<file path="src/rtl/wb_stage_buf_pkg.sv">
// Shared types for the memory-to-writeback stage: state encoding, entry record, default widths.
package wb_stage_buf_pkg;

    localparam int DEF_DATA_W = 8;
    localparam int DEF_DST_W  = 4;
    localparam int DEF_CNT_W  = 16;

    typedef enum logic [1:0] {
        ST_EMPTY = 2'd0,
        ST_ONE   = 2'd1,
        ST_TWO   = 2'd2
    } wb_state_e;

    typedef struct packed {
        logic                  write_reg;
        logic [DEF_DST_W-1:0]  dst;
        logic [DEF_DATA_W-1:0] data;
    } wb_entry_t;

    // Register 0 is hard-wired when zero_ro is set, so a write to it is dropped.
    function automatic logic load_write_reg(input logic wr, input logic dst_is_zero,
                                            input logic zero_ro);
        return wr & ~(zero_ro & dst_is_zero);
    endfunction

endpackage

</file>
<file path="src/rtl/wb_stage_buf_fwd_match.sv">
// One forwarding lookup: compares an operand index against the head and skid entries.
module wb_fwd_match
    import wb_stage_buf_pkg::*;
#(
    parameter int DATA_W = DEF_DATA_W,
    parameter int DST_W  = DEF_DST_W
) (
    input  logic [DST_W-1:0]  src,
    input  logic              h_valid,
    input  logic              h_wr,
    input  logic [DST_W-1:0]  h_dst,
    input  logic [DATA_W-1:0] h_data,
    input  logic              s_valid,
    input  logic              s_wr,
    input  logic [DST_W-1:0]  s_dst,
    input  logic [DATA_W-1:0] s_data,
    output logic              hit,
    output logic [DATA_W-1:0] data
);
    logic h_hit, s_hit;

    always_comb begin
        h_hit = h_valid & h_wr & (h_dst == src);
        s_hit = s_valid & s_wr & (s_dst == src);
        hit   = h_hit | s_hit;
        // The skid entry is younger, so it wins when both match.
        if (s_hit)      data = s_data;
        else if (h_hit) data = h_data;
        else            data = '0;
    end
endmodule

</file>
<file path="src/rtl/wb_stage_buf.sv">
// Memory-to-writeback stage with a 2-entry skid buffer, flush and retired-write counter.
// Optional forwarding lookup is enabled by defining WB_STAGE_FWD_EN.
module wb_stage_buf
    import wb_stage_buf_pkg::*;
#(
    parameter int DATA_W      = DEF_DATA_W,
    parameter int DST_W       = DEF_DST_W,
    parameter int CNT_W       = DEF_CNT_W,
    parameter int ZERO_REG_RO = 1
) (
    input  logic              clk,
    input  logic              rst,
    input  logic              flush,
    input  logic              valid_m,
    output logic              ready_m,
    input  logic              writeReg_m,
    input  logic [DST_W-1:0]  dst_m,
    input  logic [DATA_W-1:0] regData_m,
    output logic              valid_w,
    input  logic              ready_w,
    output logic              writeReg_w,
    output logic [DST_W-1:0]  dst_w,
    output logic [DATA_W-1:0] regData_w,
    output logic [CNT_W-1:0]  retire_cnt,
    input  logic [DST_W-1:0]  fwd_src_a,
    input  logic [DST_W-1:0]  fwd_src_b,
    output logic              fwd_hit_a,
    output logic              fwd_hit_b,
    output logic [DATA_W-1:0] fwd_data_a,
    output logic [DATA_W-1:0] fwd_data_b
);
    typedef struct packed {
        logic              wr;
        logic [DST_W-1:0]  dst;
        logic [DATA_W-1:0] data;
    } entry_t;

    wb_state_e        state_q, state_d;
    entry_t           h_q, h_d, s_q, s_d, in_e;
    logic [CNT_W-1:0] cnt_q, cnt_d;
    logic             accept, pop;

    assign ready_m    = (state_q != ST_TWO);
    assign valid_w    = (state_q != ST_EMPTY);
    assign writeReg_w = h_q.wr;
    assign dst_w      = h_q.dst;
    assign regData_w  = h_q.data;
    assign retire_cnt = cnt_q;

    always_comb begin
        accept    = valid_m & ready_m;
        pop       = valid_w & ready_w;
        in_e.wr   = load_write_reg(writeReg_m, (dst_m == '0), (ZERO_REG_RO != 0));
        in_e.dst  = dst_m;
        in_e.data = regData_m;

        state_d = state_q;
        h_d     = h_q;
        s_d     = s_q;
        // A pop in a flush cycle still retires, so the counter ignores flush.
        cnt_d   = (pop && h_q.wr) ? cnt_q + {{(CNT_W-1){1'b0}}, 1'b1} : cnt_q;

        if (flush) begin
            state_d = ST_EMPTY;
        end else begin
            case (state_q)
                ST_EMPTY: if (accept) begin
                    h_d     = in_e;
                    state_d = ST_ONE;
                end
                ST_ONE: begin
                    if (accept && pop) begin
                        h_d = in_e;
                    end else if (accept) begin
                        s_d     = in_e;
                        state_d = ST_TWO;
                    end else if (pop) begin
                        state_d = ST_EMPTY;
                    end
                end
                ST_TWO: if (pop) begin
                    h_d     = s_q;
                    state_d = ST_ONE;
                end
                default: state_d = ST_EMPTY;
            endcase
        end
    end

    always_ff @(posedge clk) begin
        if (rst) begin
            state_q <= ST_EMPTY;
            h_q     <= '0;
            s_q     <= '0;
            cnt_q   <= '0;
        end else begin
            state_q <= state_d;
            h_q     <= h_d;
            s_q     <= s_d;
            cnt_q   <= cnt_d;
        end
    end

`ifdef WB_STAGE_FWD_EN
    wb_fwd_match #(.DATA_W(DATA_W), .DST_W(DST_W)) u_fwd_a (
        .src(fwd_src_a),
        .h_valid(valid_w), .h_wr(h_q.wr), .h_dst(h_q.dst), .h_data(h_q.data),
        .s_valid(state_q == ST_TWO), .s_wr(s_q.wr), .s_dst(s_q.dst), .s_data(s_q.data),
        .hit(fwd_hit_a), .data(fwd_data_a)
    );
    wb_fwd_match #(.DATA_W(DATA_W), .DST_W(DST_W)) u_fwd_b (
        .src(fwd_src_b),
        .h_valid(valid_w), .h_wr(h_q.wr), .h_dst(h_q.dst), .h_data(h_q.data),
        .s_valid(state_q == ST_TWO), .s_wr(s_q.wr), .s_dst(s_q.dst), .s_data(s_q.data),
        .hit(fwd_hit_b), .data(fwd_data_b)
    );
`else
    logic unused_fwd_src;
    assign unused_fwd_src = ^{fwd_src_a, fwd_src_b};
    assign fwd_hit_a      = 1'b0;
    assign fwd_hit_b      = 1'b0;
    assign fwd_data_a     = '0;
    assign fwd_data_b     = '0;
`endif
endmodule

</file>
<file path="config.mk">
export PLATFORM = sky130hd
export DESIGN_NAME = wb_stage_buf
export DESIGN_NICKNAME = d
export VERILOG_FILES = /design/src/rtl/wb_stage_buf_pkg.sv /design/src/rtl/wb_stage_buf_fwd_match.sv /design/src/rtl/wb_stage_buf.sv
export SDC_FILE = /design/constraint.sdc
export NUM_CORES = 1
export LEC_CHECK = 0
export BUFFER_PORTS_ARGS = -buffer_cell sky130_fd_sc_hd__buf_2
export CAP_MARGIN = 10
export CORE_UTILIZATION = 52
export CTS_CLUSTER_SIZE = 16
export DETAILED_ROUTE_END_ITERATION = 10
export GPL_TIMING_DRIVEN = 0
export PLACE_DENSITY = 0.91
export SETUP_SLACK_MARGIN = 0.3
export SYNTH_ARGS = -nofsm -noshare
export SYNTH_HDL_FRONTEND = slang
export SYNTH_SLANG_ARGS = --single-unit
</file>
<file path="constraint.sdc">
create_clock -name clk -period 4 [get_ports clk]
set_clock_uncertainty 0.05 [all_clocks]
set_input_delay 0 -clock clk [delete_from_list [all_inputs] [get_ports clk]]
set_output_delay 0 -clock clk [all_outputs]
set_load 0.01 [all_outputs]
</file>
==> metrics.txt, run 1 <==
# TYPE chip_impl_metric gauge
chip_impl_info{name="run_status",value="finished clean"} 1
chip_impl_metric{name="maxSlewHeadroom",unit=""} 0.5843
chip_impl_metric{name="setup_viol_count_final",unit=""} 0
chip_impl_metric{name="synth-edff-count",unit=""} 0
chip_impl_metric{name="die-width",unit="um"} 64.65
chip_impl_metric{name="synth_largest_type_area_fraction",unit=""} 0.4316
chip_impl_info{name="critical_path.startpoint_type",value="flip-flop"} 1
chip_impl_metric{name="vias",unit=""} 1842
chip_impl_metric{name="fin_crit",unit="ns"} 1.990
chip_impl_metric{name="ios",unit=""} 75
chip_impl_metric{name="layout.nets",unit=""} 335
chip_impl_info{name="rsz0062_at_grt",value="no"} 1
chip_impl_info{name="ys_top_cells_by_count",value="dfxtp_1, mux2i_1, nor2_1"} 1
chip_impl_info{name="synth.largest_area_cell",value="dfxtp_1"} 1
chip_impl_metric{name="avgRoutedWirePerCell",unit="um"} 12.56
chip_impl_metric{name="max_slew.worst_pin.slew",unit="ns"} 0.6154
chip_impl_metric{name="synth_async_sr_flop_share",unit=""} 0
chip_impl_metric{name="final.period_utilization",unit=""} 0.4974
chip_impl_metric{name="dp.cells",unit=""} 336
chip_impl_metric{name="die_height",unit="um"} 64.65
chip_impl_metric{name="crit_path_max_fanout",unit=""} 10
chip_impl_info{name="ys_top_cells_by_area",value="dfxtp_1, mux2i_1, buf_4"} 1
chip_impl_metric{name="grt_first_pass_wirelength",unit="mm"} 7.590
chip_impl_metric{name="hold_viol_final",unit=""} 0
chip_impl_metric{name="drt_iter0_drc",unit=""} 67
chip_impl_metric{name="worstSkewPairLatency",unit="ns"} 0.29
chip_impl_metric{name="port_buffers",unit=""} 47
chip_impl_info{name="leading_cell_type_by_number_of_instances_after_synthesis",value="dfxtp_1"} 1
chip_impl_metric{name="effective_utilization_at_floorplan",unit=""} 0.5492
chip_impl_metric{name="maxCapViolCount",unit=""} 0
chip_impl_metric{name="tritoncts_buffers",unit=""} 5
chip_impl_metric{name="ctsLongestPathBuffers",unit=""} 2
chip_impl_info{name="setup.worst_path.class",value="flip-flop to flip-flop"} 1
chip_impl_metric{name="grtUsageTotal",unit=""} 0.2347
chip_impl_metric{name="grt_pass1_vias",unit=""} 1694
chip_impl_metric{name="leakagePower",unit="uW"} 0.001201
chip_impl_metric{name="fmax",unit="MHz"} 502.6
chip_impl_metric{name="postSynthCellCount",unit=""} 224
chip_impl_metric{name="routabilityCongestion",unit=""} 0.8736
chip_impl_metric{name="core-area",unit="sq um"} 3716
chip_impl_metric{name="h_tree_depth_reported_by_cts",unit=""} 2
chip_impl_metric{name="finalCoreUtilization",unit=""} 0.7067
chip_impl_metric{name="design.die.area",unit="sq um"} 4179
chip_impl_info{name="holdCritPathClass",value="primary input to flip-flop"} 1
chip_impl_metric{name="ys_seq_elements",unit=""} 44
chip_impl_metric{name="synth.avg_cell_area",unit="sq um"} 9.110
chip_impl_info{name="tritoncts_clock_tree",value="built"} 1
chip_impl_info{name="crit_path_end_kind",value="flip-flop"} 1
chip_impl_metric{name="num_rows",unit=""} 22
chip_impl_metric{name="drive_gt1_frac",unit=""} 0.2565
chip_impl_info{name="clock-root-buffer",value="clkbuf_8"} 1
chip_impl_metric{name="layout-area-overhead-vs-synth",unit="%"} 28.69
chip_impl_info{name="ys.flop_type",value="dfxtp_1"} 1
chip_impl_metric{name="initial_antenna_violation_count",unit=""} 0
chip_impl_metric{name="wp_data_required",unit="ns"} 4.12
chip_impl_metric{name="power.density",unit="nW/um^2"} 323.5
chip_impl_metric{name="fin_tns_setup",unit="ns"} 0
chip_impl_metric{name="netlist-cell-type-count",unit=""} 34
chip_impl_metric{name="yosys_warnings",unit=""} 0
chip_impl_metric{name="synth-seq-area-share",unit=""} 0.4316
chip_impl_metric{name="grt_start_max_net_pins",unit=""} 13
chip_impl_metric{name="post-cts-setup-buffer-count",unit=""} 0
chip_impl_metric{name="detailedPlacementHpwl",unit="mm"} 3.156
chip_impl_metric{name="num-fill-cells",unit=""} 309
chip_impl_metric{name="routed_via_density",unit=""} 5.174
chip_impl_metric{name="cts.sink_count",unit=""} 44
chip_impl_metric{name="diodes",unit=""} 0
chip_impl_metric{name="worst-endpoint-arrival",unit="ns"} 2.10
chip_impl_metric{name="clock_pin_slew_on_the_worst_setup_and_hold_paths",unit="ns"} 0.07
chip_impl_metric{name="overflow",unit=""} 0
chip_impl_metric{name="vdd_ir_drop_max",unit="V"} 0.0002174
chip_impl_metric{name="drtPass1Iterations",unit=""} 4
chip_impl_metric{name="drc_errors",unit=""} 0
chip_impl_metric{name="totalWireLength",unit="mm"} 4.473
chip_impl_metric{name="mappedNetlistArea",unit="sq um"} 2041
chip_impl_metric{name="final-instance-count-excl-fill",unit=""} 356
chip_impl_metric{name="final-max-slew-violation-count",unit=""} 0
chip_impl_metric{name="drt.antenna.violating_nets",unit=""} 0
==> state kept, by name, indices dropped and copies added, names as in the netlist <==
register and cells:
state_q 2, dst_w 4, s_q 13, retire_cnt 16, writeReg_w 1, regData_w 8
==> through the flow <==
step	setup slack [ns]	total power, uW	instance area [sq um]	hold slack, ns
after floorplan	2.232	527.8	2105	0.02690
after global placement	2.090	557.5	2400	0.1558
after detailed placement	2.071	560.6	2400	0.1553
after CTS	2.024	853.0	2626	0.001736
after global routing	1.885	886.7	2626	0.02984
final	2.010	849.6	2626	0.005493
==> placed cells by master (no fill, tap or decap), drive strengths merged, types with 2 or more instances in the layout <==
master	instances
nand3	5
nand2	7
nor4	4
or3	3
xnor2	9
dfxtp	44
conb	18
nor2	26
nand4	2
buf	69
and3	2
nor2b	4
o21ai	5
mux2i	27
a21oi	17
a211oi	13
dlygate4sd3	13
nor3	5
clkbuf	16
xor2	2
inv	5
==> metal layers <==
layer  vias up  routed length (um)  track usage
met2        71                2048       0.3711
met5         -                   0            0
met1       845                2005       0.3074
met4         0                 146       0.1139
met3        15                 272      0.04225
li1        911                   -            -
==> critical path: stages, from the launching register on <==
cell	delay [ns]
dfxtp_1	0.43
nor2b_1	0.21
and3_1	0.18
clkbuf_1	0.25
buf_2	0.37
mux2i_1	0.30
nor2_1	0.07
==> repair_timing <==
item,in CTS,in global routing
resized for setup,0,0
hold buffers,13,0
hold endpoints to repair,13,0
==> final cells by class <==
type                       count  area, sq um  area share
inverter                       5        18.77    0.007146
sequential                    44        880.8      0.3354
tap                           48        60.06     0.02287
multi-input combinational    161         1017      0.3873
buffer                        31        187.7     0.07146
clock buffer                   7        96.34     0.03668
timing repair buffer          60        365.4      0.1391
==> power breakdown <==
group	total [uW]	internal, uW	leakage [uW]	switching, uW
logic	106	49.8	0.000794	55.8
clock network	288	154	0.0000503	135
registers	456	449	0.000357	6.76
total	850	653	0.00120	197
==> cells by family after synthesis <==
| kind of cell | count (synthesis) | share of synthesized area |
|---|---|---|
| compound gates | 39 | 0.1208 |
| xor+xnor | 11 | 0.04721 |
| fa+ha+maj | 1 | 0.006130 |
| buf+inv | 36 | 0.1012 |
| flops | 44 | 0.4316 |
| mux | 28 | 0.1380 |
| other cells | 1 | 0.001838 |
| simple gates | 64 | 0.1533 |
==> path summary, 6_finish.rpt <==
kind                          startpoint                          end  slack (ns)  depth (start not counted)
max              state_q[0]$_SDFFE_PP0P_          s_q[3]$_SDFFE_PP0P_        2.01                          6
min                         regData_m[3]          s_q[3]$_SDFFE_PP0P_       0.005                          3
max reg2reg      state_q[0]$_SDFFE_PP0P_          s_q[3]$_SDFFE_PP0P_        2.01                          6
min reg2reg  retire_cnt[15]$_SDFFE_PP0P_  retire_cnt[15]$_SDFFE_PP0P_        0.43                          2
No activity file was read; power rests on OpenSTA's default activity.
==> inputs of run 2 (changes only) <==
Settings changed: CORE_UTILIZATION 52 to 49, PLACE_DENSITY 0.91 to 0.87.
Clock period 4 ns to 2.1 ns, I/O delays scaled along.
==> metrics.txt, run 2 (synthesis results as in run 1) <==
# TYPE chip_impl_metric gauge
chip_impl_metric{name="setup_viol_count_final",unit=""} 0
chip_impl_metric{name="grt_first_pass_wirelength",unit="mm"} 7.162
chip_impl_info{name="layout.cells.most_common",value="buf_2"} 1
chip_impl_metric{name="hold_viol_final",unit=""} 0
chip_impl_info{name="crit_path_end_kind",value="flip-flop"} 1
chip_impl_metric{name="crit_path_max_fanout",unit=""} 7
chip_impl_metric{name="leakagePower",unit="uW"} 0.001236
chip_impl_metric{name="fmax",unit="MHz"} 571.8
chip_impl_metric{name="effective_utilization_at_floorplan",unit=""} 0.5102
chip_impl_metric{name="routabilityCongestion",unit=""} 0.7567
chip_impl_metric{name="cts.sink_count",unit=""} 44
chip_impl_metric{name="ios",unit=""} 75
chip_impl_metric{name="switching_share",unit=""} 0.2468
chip_impl_metric{name="totalWireLength",unit="mm"} 4.526
chip_impl_metric{name="fin_tns_setup",unit="ns"} 0
chip_impl_metric{name="avgRoutedWirePerCell",unit="um"} 12.43
chip_impl_info{name="setup.worst_path.class",value="flip-flop to flip-flop"} 1
chip_impl_metric{name="final.period_utilization",unit=""} 0.8328
chip_impl_metric{name="power.density",unit="nW/um^2"} 592.4
chip_impl_metric{name="num_rows",unit=""} 23
chip_impl_info{name="rsz0062_at_grt",value="yes"} 1
chip_impl_metric{name="h_tree_depth_reported_by_cts",unit=""} 2
chip_impl_metric{name="final-max-slew-violation-count",unit=""} 0
chip_impl_metric{name="tritoncts_buffers",unit=""} 5
chip_impl_metric{name="drive_gt1_frac",unit=""} 0.3217
chip_impl_metric{name="layout-area-overhead-vs-synth",unit="%"} 33.42
chip_impl_metric{name="wp_data_required",unit="ns"} 2.28
chip_impl_info{name="final_cell_mix",value="buf_2, dfxtp_1, mux2i_1, nor2_1, buf_4"} 1
chip_impl_metric{name="drt_iter0_drc",unit=""} 84
chip_impl_metric{name="drtPass1Iterations",unit=""} 4
chip_impl_metric{name="design.die.area",unit="sq um"} 4427
chip_impl_metric{name="detailedPlacementHpwl",unit="mm"} 3.063
chip_impl_metric{name="initial_antenna_violation_count",unit=""} 0
chip_impl_metric{name="max_slew.worst_pin.slew",unit="ns"} 0.5078
chip_impl_info{name="run_status",value="finished clean"} 1
chip_impl_metric{name="power.combinational.fraction",unit=""} 0.126
chip_impl_metric{name="drt.antenna.violating_nets",unit=""} 0
chip_impl_metric{name="multiInputGateArea",unit="sq um"} 1047
chip_impl_metric{name="final-instance-count-excl-fill",unit=""} 364
chip_impl_metric{name="grtUsageTotal",unit=""} 0.2164
chip_impl_info{name="tritoncts_clock_tree",value="built"} 1
chip_impl_metric{name="fin_crit",unit="ns"} 1.749
chip_impl_metric{name="die-width",unit="um"} 66.54
chip_impl_info{name="critical_path.startpoint_type",value="flip-flop"} 1
chip_impl_info{name="holdCritPathClass",value="primary input to flip-flop"} 1
chip_impl_metric{name="overflow",unit=""} 0
chip_impl_metric{name="layout.nets",unit=""} 340
chip_impl_metric{name="maxCapViolCount",unit=""} 0
chip_impl_metric{name="pwr-share-seq",unit=""} 0.538
chip_impl_metric{name="largest_register_ffs",unit=""} 16
chip_impl_metric{name="dp.cells",unit=""} 338
chip_impl_metric{name="grt_pass1_vias",unit=""} 1636
chip_impl_metric{name="num-fill-cells",unit=""} 304
chip_impl_metric{name="drc_errors",unit=""} 0
chip_impl_metric{name="diodes",unit=""} 0
chip_impl_metric{name="grt_start_max_net_pins",unit=""} 14
chip_impl_metric{name="maxSlewHeadroom",unit=""} 0.6615
chip_impl_metric{name="worstSkewPairLatency",unit="ns"} 0.29
chip_impl_metric{name="die_height",unit="um"} 66.54
chip_impl_metric{name="routed_via_density",unit=""} 5.033
chip_impl_info{name="clock-root-buffer",value="clkbuf_8"} 1
chip_impl_metric{name="seq_area",unit="sq um"} 895.9
chip_impl_metric{name="vias",unit=""} 1832
chip_impl_metric{name="p_int",unit="uW"} 1215
chip_impl_metric{name="core-area",unit="sq um"} 4000
chip_impl_metric{name="ctsLongestPathBuffers",unit=""} 2
chip_impl_metric{name="netSwitchingPower",unit="uW"} 398.1
chip_impl_metric{name="vdd_ir_drop_max",unit="V"} 0.0003308
chip_impl_metric{name="clock_pin_slew_on_the_worst_setup_and_hold_paths",unit="ns"} 0.08
chip_impl_metric{name="worst-endpoint-arrival",unit="ns"} 1.93
chip_impl_metric{name="clock_power_share",unit=""} 0.335
chip_impl_metric{name="design_power_total",unit="uW"} 1613
chip_impl_metric{name="port_buffers",unit=""} 47
run 2: power groups by stage:
stage | logic, uW | clock network, uW | registers [uW]
3_5_place_dp | 179 | 0 | 888
6_report | 204 | 540 | 868
2_1_floorplan | 110 | 0 | 895
4_1_cts | 201 | 548 | 868
5_1_grt | 226 | 583 | 872
3_3_place_gp | 176 | 0 | 888
run 2: metal layers:
metal	track usage	share of wire
met5	0	0
met4	0.09840	0.017
met3	0.05651	0.047
met2	0.3444	0.47
met1	0.2722	0.46
run 2: path summary, 6_finish.rpt:
kind | startpoint | to | slack (ns) | cells past startpoint
max | retire_cnt[3]$_SDFFE_PP0P_ | retire_cnt[15]$_SDFFE_PP0P_ | 0.35 | 4
min | rst | s_q[12]$_SDFFE_PP0P_ | 0.04 | 2
min reg2reg | s_q[10]$_SDFFE_PP0P_ | s_q[10]$_SDFFE_PP0P_ | 0.45 | 2
max reg2reg | retire_cnt[3]$_SDFFE_PP0P_ | retire_cnt[15]$_SDFFE_PP0P_ | 0.35 | 4
run 2: final cells by class:
cell class                 count  area share
inverter                       5    0.006893
clock buffer                   6     0.03033
sequential                    44      0.3290
timing repair buffer          65      0.1498
clock inverter                 2    0.003676
tap                           50     0.02298
multi-input combinational    161      0.3846
buffer                        31     0.07261
run 2: through the flow:
step	hold WS, ns	util	cell area (sq um)	setup slack, ns
after floorplan	0.02690	-	2105	0.3316
after global placement	0.1579	0.6006	2402	0.1730
after detailed placement	0.1626	0.6006	2402	0.1649
after CTS	0.03039	0.6669	2668	0.3087
after global routing	0.05273	0.6806	2723	0.2758
final	0.04004	0.6806	2723	0.3510
run 2: critical path, stage by stage, from the launching register on:
cell     delay, ns
dfxtp_2       0.40
nand4_1       0.23
or4_4         0.50
or3_1         0.38
a21oi_2       0.13
run 2: repair_timing:
action	in CTS	in global routing
hold endpoints to repair	14	0
endpoints found under the setup margin	23	17
resized for setup	8	15
setup buffers	2	2
pin swaps	1	2
hold buffers	14	0
